--- src/rtl/id_ex_pipeline_reg.sv ---
// ID/EX pipeline register with load-use hazard detection, bubble insertion
// and a saturating count of inserted load-use bubbles.
module id_ex_pipeline_reg #(
    parameter int DATA_W     = 32,
    parameter int REG_ADDR_W = 5,
    parameter int CNT_W      = 16
) (
    input  logic                  clk,
    input  logic                  reset,
    input  logic                  hold,
    input  logic                  flush,
    input  logic [REG_ADDR_W-1:0] if_id_rs,
    input  logic [REG_ADDR_W-1:0] if_id_rt,
    input  logic [REG_ADDR_W-1:0] if_id_rd,
    input  logic                  if_id_uses_rt,
    input  logic [DATA_W-1:0]     id_rdata1,
    input  logic [DATA_W-1:0]     id_rdata2,
    input  logic [DATA_W-1:0]     id_imm,
    input  logic [7:0]            id_ctrl,
    output logic [REG_ADDR_W-1:0] id_ex_rs,
    output logic [REG_ADDR_W-1:0] id_ex_rt,
    output logic [REG_ADDR_W-1:0] id_ex_rd,
    output logic [DATA_W-1:0]     id_ex_rdata1,
    output logic [DATA_W-1:0]     id_ex_rdata2,
    output logic [DATA_W-1:0]     id_ex_imm,
    output logic [7:0]            id_ex_ctrl,
    output logic                  id_ex_valid,
    output logic                  stall,
    output logic [CNT_W-1:0]      stall_count
);

    // Control packing: {RegWrite,MemRead,MemWrite,MemtoReg,ALUSrc,RegDst,ALUOp[1:0]}
    localparam int MEM_READ = 6;

    logic lu;
    logic rs_hit;
    logic rt_hit;
    logic count_full;

    always_comb begin
        rs_hit = (id_ex_rt == if_id_rs);
        rt_hit = if_id_uses_rt && (id_ex_rt == if_id_rt);
        lu     = id_ex_valid && id_ex_ctrl[MEM_READ] && (id_ex_rt != '0) && (rs_hit || rt_hit);
    end

    // Hold does not mask the stall: the load is still in EX, so IF/ID must not advance.
    assign stall      = lu & ~flush & ~reset;
    assign count_full = &stall_count;

    always_ff @(posedge clk) begin
        if (reset) begin
            id_ex_rs     <= '0;
            id_ex_rt     <= '0;
            id_ex_rd     <= '0;
            id_ex_rdata1 <= '0;
            id_ex_rdata2 <= '0;
            id_ex_imm    <= '0;
            id_ex_ctrl   <= '0;
            id_ex_valid  <= 1'b0;
            stall_count  <= '0;
        end else if (hold) begin
            id_ex_valid  <= id_ex_valid;
        end else if (flush || lu) begin
            // Zero specifiers keep the bubble invisible to forwarding and hazard logic.
            id_ex_rs     <= '0;
            id_ex_rt     <= '0;
            id_ex_rd     <= '0;
            id_ex_rdata1 <= '0;
            id_ex_rdata2 <= '0;
            id_ex_imm    <= '0;
            id_ex_ctrl   <= '0;
            id_ex_valid  <= 1'b0;
            if (!flush && !count_full) begin
                stall_count <= stall_count + 1'b1;
            end
        end else begin
            id_ex_rs     <= if_id_rs;
            id_ex_rt     <= if_id_rt;
            id_ex_rd     <= if_id_rd;
            id_ex_rdata1 <= id_rdata1;
            id_ex_rdata2 <= id_rdata2;
            id_ex_imm    <= id_imm;
            id_ex_ctrl   <= id_ctrl;
            id_ex_valid  <= 1'b1;
        end
    end

endmodule

--- config.mk ---
export PLATFORM = sky130hd
export DESIGN_NAME = id_ex_pipeline_reg
export DESIGN_NICKNAME = d
export VERILOG_FILES = /design/src/rtl/id_ex_pipeline_reg.sv
export SDC_FILE = /design/constraint.sdc
export NUM_CORES = 1
export LEC_CHECK = 0
export BUFFER_PORTS_ARGS = -buffer_cell sky130_fd_sc_hd__buf_2
export CAP_MARGIN = 20
export CORE_MARGIN = 2
export CORE_UTILIZATION = 44
export CTS_CLUSTER_SIZE = 14
export DETAILED_ROUTE_END_ITERATION = 6
export GPL_ROUTABILITY_DRIVEN = 0
export GPL_TIMING_DRIVEN = 0
export PLACE_DENSITY = 0.88
export SYNTH_ARGS = -nofsm -noshare
export SYNTH_HDL_FRONTEND = slang
export SYNTH_SLANG_ARGS = --single-unit
--- constraint.sdc ---
create_clock -name clk -period 2.7 [get_ports clk]
set_input_delay 0.405 -clock clk [delete_from_list [all_inputs] [get_ports clk]]
set_output_delay 0.405 -clock clk [all_outputs]
set_load 0.02 [all_outputs]
==> flow_metrics.py, run 1 <==
metrics = {
    "drt": {
        "drtIter0Drc": 293,
        "vias": 4449,
        "vias_per_cell": 5.406,
        "drt-pass1-iter-count": 5,
        "routed_wl_mm": 14.73,
        "drc": 0,
        "drtAntennaViolNets": 0,
        "routedWlPerCell_um": 17.90,
    },
    "logic_synthesis": {
        "yosys_warnings": 0,
        "ys_seq_area_share_pct": 59.21,
        "syn-cell-area_um2": 4598,
        "syn_avg_cell_area_um2": 11.67,
        "synth_cell_types": 32,
        "netlist_instances": 394,
        "synth.ff_latch_count": 136,
        "synth_nets": 519,
    },
    "clock_network": {
        "htreeDepth": 4,
        "clock_latency_ns": 0.53,
        "cts_max_path_buffers": 2,
        "cts_tree": "done",
        "cts.clk_slew.worst_paths_ns": 0.07,
        "cts_buffers": 17,
        "cts_root_buf": "clkbuf_8",
        "cts_sinks": 136,
    },
    "global_route": {
        "grt_max_degree": 20,
        "grt_pass1_vias": 4315,
        "grt_pass1_wl_mm": 21.97,
        "track_usage_pct": 25.14,
        "overflow": 0,
        "antenna_found_initial": 2,
    },
    "power_and_ir_drop": {
        "power.leakage_uw": 0.003288,
        "p_per_area_nw_per_um2": 732.8,
        "ir_drop_v": 0.0004552,
    },
    "final_layout": {
        "multi_input_area_um2": 1738,
        "fillers": 794,
        "fin_util_pct": 65.51,
        "area_growth_pct": 45.77,
        "regArea_um2": 2726,
        "layout.nets": 798,
        "drive_gt1_share_pct": 45.77,
    },
    "setup_path": {
        "cp_slowest_cell": "dfxtp_1",
        "end_kind": "output port",
        "crit_chain": "xor2_1 -> nor4_2 -> a32oi_2 -> buf_4 -> nor4b_1 -> buf_2",
        "cp_num_buf_inv": 2,
        "worstSetupPathType": "reg -> out",
        "path_max_fanout": 19,
        "critical_path.top_delay_family": "simple AND/OR/NAND/NOR gates",
        "cp-start-kind": "flip-flop",
        "cp.required_ns": 2.30,
        "max_stage_delay_ns": 0.44,
        "critPathArrivalTime_ns": 2.19,
    },
    "run": {
        "cap_violations": 0,
    },
    "sta": {
        "final_max_slew_viol_count": 0,
        "fin_crit_sh_pct": 96.11,
        "rsz0062_at_grt": "false",
        "skew_ns": 0.01269,
        "fmax_ghz": 0.3854,
        "setup_viol_count_final": 0,
        "worst_slew_margin_rel_pct": 56.78,
        "finalHoldViolations": 0,
        "period_minus_slack_ns": 2.595,
        "tightestPinTransition_ns": 0.6483,
        "tns_ns": 0,
    },
    "floorplanning": {
        "pin_count": 261,
        "rows": 37,
        "die_width_um": 106.2,
        "fp.coreArea_um2": 10230,
        "dieArea_um2": 11280,
        "start_util_pct": 44.94,
        "die_y_um": 106.2,
    },
    "run_status": {
        "status": "complete, no violations",
    },
    "place": {
        "hpwlAfterDp_mm": 10.58,
        "port_buffers": 260,
    },
    "hold_path": {
        "min_path_type": "in -> reg",
    },
}
sequential cells by signal, summed over array words and instances, names as in the netlist:
register / cells
id_ex_rd: 5
id_ex_rdata2: 32
id_ex_valid: 1
id_ex_rt: 5
id_ex_imm: 32
id_ex_ctrl: 8
stall_count: 16
id_ex_rs: 5
id_ex_rdata1: 32
cell families after synthesis:
kind of cell,synth area share (%)
fa+ha+maj,0.2721
flops,59.21
buf+inv,3.293
xor+xnor,1.905
simple gates,7.319
compound gates,27.76
mux,0.2449
worst reg2reg max path, cell delays in order (launching register included):
cell     delay [ns]
dfxtp_1        0.44
xor2_1         0.13
nor4_2         0.27
a32oi_2        0.16
buf_4          0.18
o31a_1         0.34
buf_2          0.21
buf_2          0.23
a22o_1         0.26
timing repair:
action | in CTS | in global routing
buffers inserted | 1 | 0
hold endpoints to repair | 0 | 0
pin swaps | 1 | 1
hold buffers | 0 | 0
resized for setup | 4 | 4
setup endpoints to repair | 1 | 1
cell usage after synthesis:
cell	n	area share, %
o41ai_1	1	0.19
nand2_1	6	0.49
nand4_1	8	1.1
nand3_1	6	0.65
or3_1	2	0.27
xnor2_1	1	0.19
and4_1	1	0.19
nor4_1	2	0.27
dfxtp_1	136	59
o21ba_2	2	0.44
nor2_1	6	0.49
and2_1	2	0.27
o31a_1	2	0.38
mux2_2	1	0.24
ha_1	1	0.27
a21oi_1	13	1.4
a21o_1	1	0.16
buf_2	13	1.4
buf_4	1	0.16
a32oi_1	1	0.19
o31ai_1	11	1.8
nor4b_1	1	0.19
xor2_1	9	1.7
a22o_1	119	23
nor3_1	3	0.33
nor2b_1	3	0.41
inv_1	2	0.16
o21ai_0	3	0.33
and3_1	4	0.54
clkbuf_1	19	1.6
o2111ai_1	1	0.19
or4_1	13	2.1
final timing paths:
path	start	endpoint	slack [ns]	depth (start not counted)
worst max-delay path	id_ex_rt[4]$_SDFFE_PP0N_	stall	0.11	6
worst min-delay path	id_imm[18]	id_ex_imm[18]$_SDFFE_PP0N_	0.09	2
worst max register to register	id_ex_rt[4]$_SDFFE_PP0N_	id_ex_imm[0]$_SDFFE_PP0N_	0.37	8
worst min register to register	id_ex_rdata1[7]$_SDFFE_PP0N_	id_ex_rdata1[7]$_SDFFE_PP0N_	0.47	1
stage by stage:
stage | hold slack (ns) | instance area (µm²) | setup slack (ns) | std cells | total power (µW)
final | 0.09027 | 6703 | 0.1051 | 823 | 4912
after global routing | 0.07433 | 6703 | 0.002756 | 823 | 5071
after CTS | 0.06989 | 6696 | 0.03660 | 822 | 4937
after detailed placement | 0.4511 | 6070 | 0.1433 | 790 | 2587
after global placement | 0.4503 | 6070 | 0.1806 | 790 | 2573
after floorplan | 0.5377 | 4598 | 0.1355 | 394 | 2375
placed cells by master (no fill, tap or decap), types with 6 or more instances in the layout:
master,count
xor2_1,9
or4_1,13
clkbuf_16,16
nor2_1,6
o31ai_1,11
a22o_1,119
dfxtp_1,133
buf_2,272
nand2_1,6
clkbuf_1,19
a21oi_1,13
nand4_1,8
nand3_1,6
layer usage:
metal	routed length, µm	global-route usage (%)
met1	6112	30.43
met2	7407	42.08
met3	985	6.806
met4	214	10.62
met5	13	0
cell type report:
type / instances / share of cell area (%)
Sequential cell: 136 / 40.68
Multi-Input combinational cell: 223 / 25.93
Timing Repair Buffer: 261 / 19.53
Clock buffer: 20 / 6.646
Tap cell: 136 / 2.539
Clock inverter: 12 / 2.408
Buffer: 32 / 2.128
Inverter: 2 / 0.1120
Antenna cell: 1 / 0.03733
power breakdown:
group          total [µW]  switching (µW)  internal [µW]
Sequential           2120            43.2           2080
Combinational         433             249            184
Clock                2360             889           1470
Total                4910            1180           3730
No activity file was read; power rests on OpenSTA's default activity.
==> run 2, diff against run 1 <==
--- a/config.mk
+++ b/config.mk
@@ -8,12 +8,13 @@
 export BUFFER_PORTS_ARGS = -buffer_cell sky130_fd_sc_hd__buf_2
 export CAP_MARGIN = 20
 export CORE_MARGIN = 2
-export CORE_UTILIZATION = 44
+export CORE_UTILIZATION = 45
+export CTS_BUF_LIST = sky130_fd_sc_hd__clkbuf_8
 export CTS_CLUSTER_SIZE = 14
 export DETAILED_ROUTE_END_ITERATION = 6
 export GPL_ROUTABILITY_DRIVEN = 0
 export GPL_TIMING_DRIVEN = 0
-export PLACE_DENSITY = 0.88
+export PLACE_DENSITY = 0.9
 export SYNTH_ARGS = -nofsm -noshare
 export SYNTH_HDL_FRONTEND = slang
 export SYNTH_SLANG_ARGS = --single-unit
==> flow_metrics.py, run 2 (synthesized netlist as in run 1, its figures left out) <==
metrics = {
    "final_layout": {
        "drive_gt1_share_pct": 45.92,
        "reg_top3": "id_ex_imm (32), id_ex_rdata1 (32), id_ex_rdata2 (32)",
        "multi_input_area_um2": 1744,
        "diodes": 0,
        "layout.cells.non_filler": 819,
        "mostFrequentLayoutCells": "buf_2, dfxtp_1, a22o_1, clkbuf_8, clkbuf_1",
        "final_common_cell": "buf_2",
        "layout.nets": 798,
        "fillers": 766,
        "regArea_um2": 2726,
        "area_growth_pct": 41.58,
        "stdcell_area_um2": 6510,
    },
    "clock_network": {
        "cts_buffers": 17,
        "cts_tree": "done",
        "cts_sinks": 136,
        "clock_latency_ns": 0.44,
        "cts_max_path_buffers": 2,
        "cts_root_buf": "clkbuf_8",
        "htreeDepth": 4,
        "holdBufCountCts": 0,
        "cts.clk_slew.worst_paths_ns": 0.08,
    },
    "place": {
        "dp_cells": 787,
        "port_buffers": 260,
        "hpwlAfterDp_mm": 10.54,
        "placed_cell_area_um2": 6066,
    },
    "drt": {
        "routed_wl_mm": 14.15,
        "drc": 0,
        "drt-pass1-iter-count": 5,
        "routedWlPerCell_um": 17.27,
        "vias": 4455,
        "vias_per_cell": 5.440,
        "drtIter0Drc": 268,
        "drtAntennaViolNets": 0,
    },
    "floorplanning": {
        "rows": 36,
        "fp.coreArea_um2": 9864,
        "dieArea_um2": 11040,
        "die_y_um": 105.1,
        "die_width_um": 105.1,
        "pin_count": 261,
        "start_util_pct": 46.61,
    },
    "power_and_ir_drop": {
        "power.leakage_uw": 0.003204,
        "p_per_area_nw_per_um2": 656.2,
        "ir_drop_v": 0.0005161,
    },
    "setup_path": {
        "path_max_fanout": 19,
        "cp-start-kind": "flip-flop",
        "end_kind": "output port",
        "max_stage_delay_ns": 0.36,
        "cp_slowest_cell": "dfxtp_1",
        "crit_chain": "xor2_1 -> nor4_2 -> a32oi_2 -> buf_4 -> nor4b_2 -> buf_2",
        "cp.required_ns": 2.30,
        "worstSetupPathType": "reg -> out",
        "critPathArrivalTime_ns": 2.12,
    },
    "sta": {
        "tns_ns": 0,
        "skew_ns": 0.009188,
        "rsz0062_at_grt": "false",
        "fmax_ghz": 0.3968,
        "setup_viol_count_final": 0,
        "fin_crit_sh_pct": 93.34,
        "worst_slew_margin_rel_pct": 59.33,
        "final_max_slew_viol_count": 0,
        "finalHoldViolations": 0,
        "period_minus_slack_ns": 2.520,
        "tightestPinTransition_ns": 0.6100,
    },
    "global_route": {
        "grt_max_degree": 17,
        "overflow": 0,
        "grt_pass1_wl_mm": 21.78,
        "track_usage_pct": 25.11,
        "antenna_found_initial": 0,
        "grt_pass1_vias": 4332,
    },
    "run_status": {
        "status": "complete, no violations",
    },
    "run": {
        "cap_violations": 0,
    },
    "hold_path": {
        "min_path_type": "in -> reg",
    },
}
==> run 2: cell count changes in the layout (fill, tap and decap cells not counted), moves of 3 or more <==
| cell | change |
|---|---|
| clkbuf_8 | +16 |
| clkbuf_16 | -16 |
| clkinv_2 | +3 |
| inv_6 | -3 |
==> run 2: timing repair <==
action,4_1_cts,5_1_grt
resized for setup,6,3
pin swaps,1,1
setup buffers,1,0
setup endpoints to repair,1,1
==> run 2: worst max-delay path: cells and delay by family (launching register included) <==
family	cells	cell delay, ns
XOR/XNOR	1	0.18
AO/OA/AOI/OAI	1	0.15
flip-flops	1	0.36
AND/OR/NAND/NOR	2	0.55
buffers and inverters	2	0.43
==> run 2: layer usage <==
| layer | vias to the layer above | share of wire [%] | GRT usage [%] |
|---|---|---|---|
| met5 | - | 0 | 0 |
| met4 | 0 | 3.7 | 14.19 |
| met3 | 46 | 6.9 | 5.926 |
| met2 | 232 | 49 | 40.96 |
| met1 | 2091 | 40 | 30.34 |
| li1 | 2086 | - | - |
==> run 2: final timing paths <==
kind | slack [ns] | from | to | cells past startpoint
max | 0.18 | id_ex_rt[1]$_SDFFE_PP0N_ | stall | 6
min | 0.18 | id_ctrl[2] | id_ex_ctrl[2]$_SDFFE_PP0N_ | 2
max reg2reg | 0.35 | stall_count[0]$_SDFFE_PP0P_ | stall_count[0]$_SDFFE_PP0P_ | 8
min reg2reg | 0.47 | id_ex_rs[1]$_SDFFE_PP0N_ | id_ex_rs[1]$_SDFFE_PP0N_ | 1
==> run 2: per-stage QoR <==
step                      total power (µW)  util (%)  setup WS [ns]  hold slack (ns)
after floorplan                       2375         -         0.1355           0.5377
after global placement                2570     61.49         0.1538           0.4503
after detailed placement              2585     61.49         0.1322           0.4506
after CTS                             4296     66.02        0.02909           0.1503
after global routing                  4421     65.99        0.04958           0.1581
final                                 4272     65.99         0.1797           0.1793
==> run 2: final cells by class <==
cell class	instances	share of cell area (%)
flip-flops and latches	136	41.88
multi-input cells	223	26.79
repair buffers	261	20.10
clock buffers	19	4.017
well taps	133	2.556
clock inverters	13	2.345
plain buffers	32	2.191
inverters	2	0.1153
==> run 2: report_power, final <==
group	internal, µW	leakage [µW]	total, µW	switching [µW]
sequential	2080	0.00111	2120	43.1
clock	954	0.000205	1720	770
combinational	183	0.00189	428	245
total	3210	0.00320	4270	1060
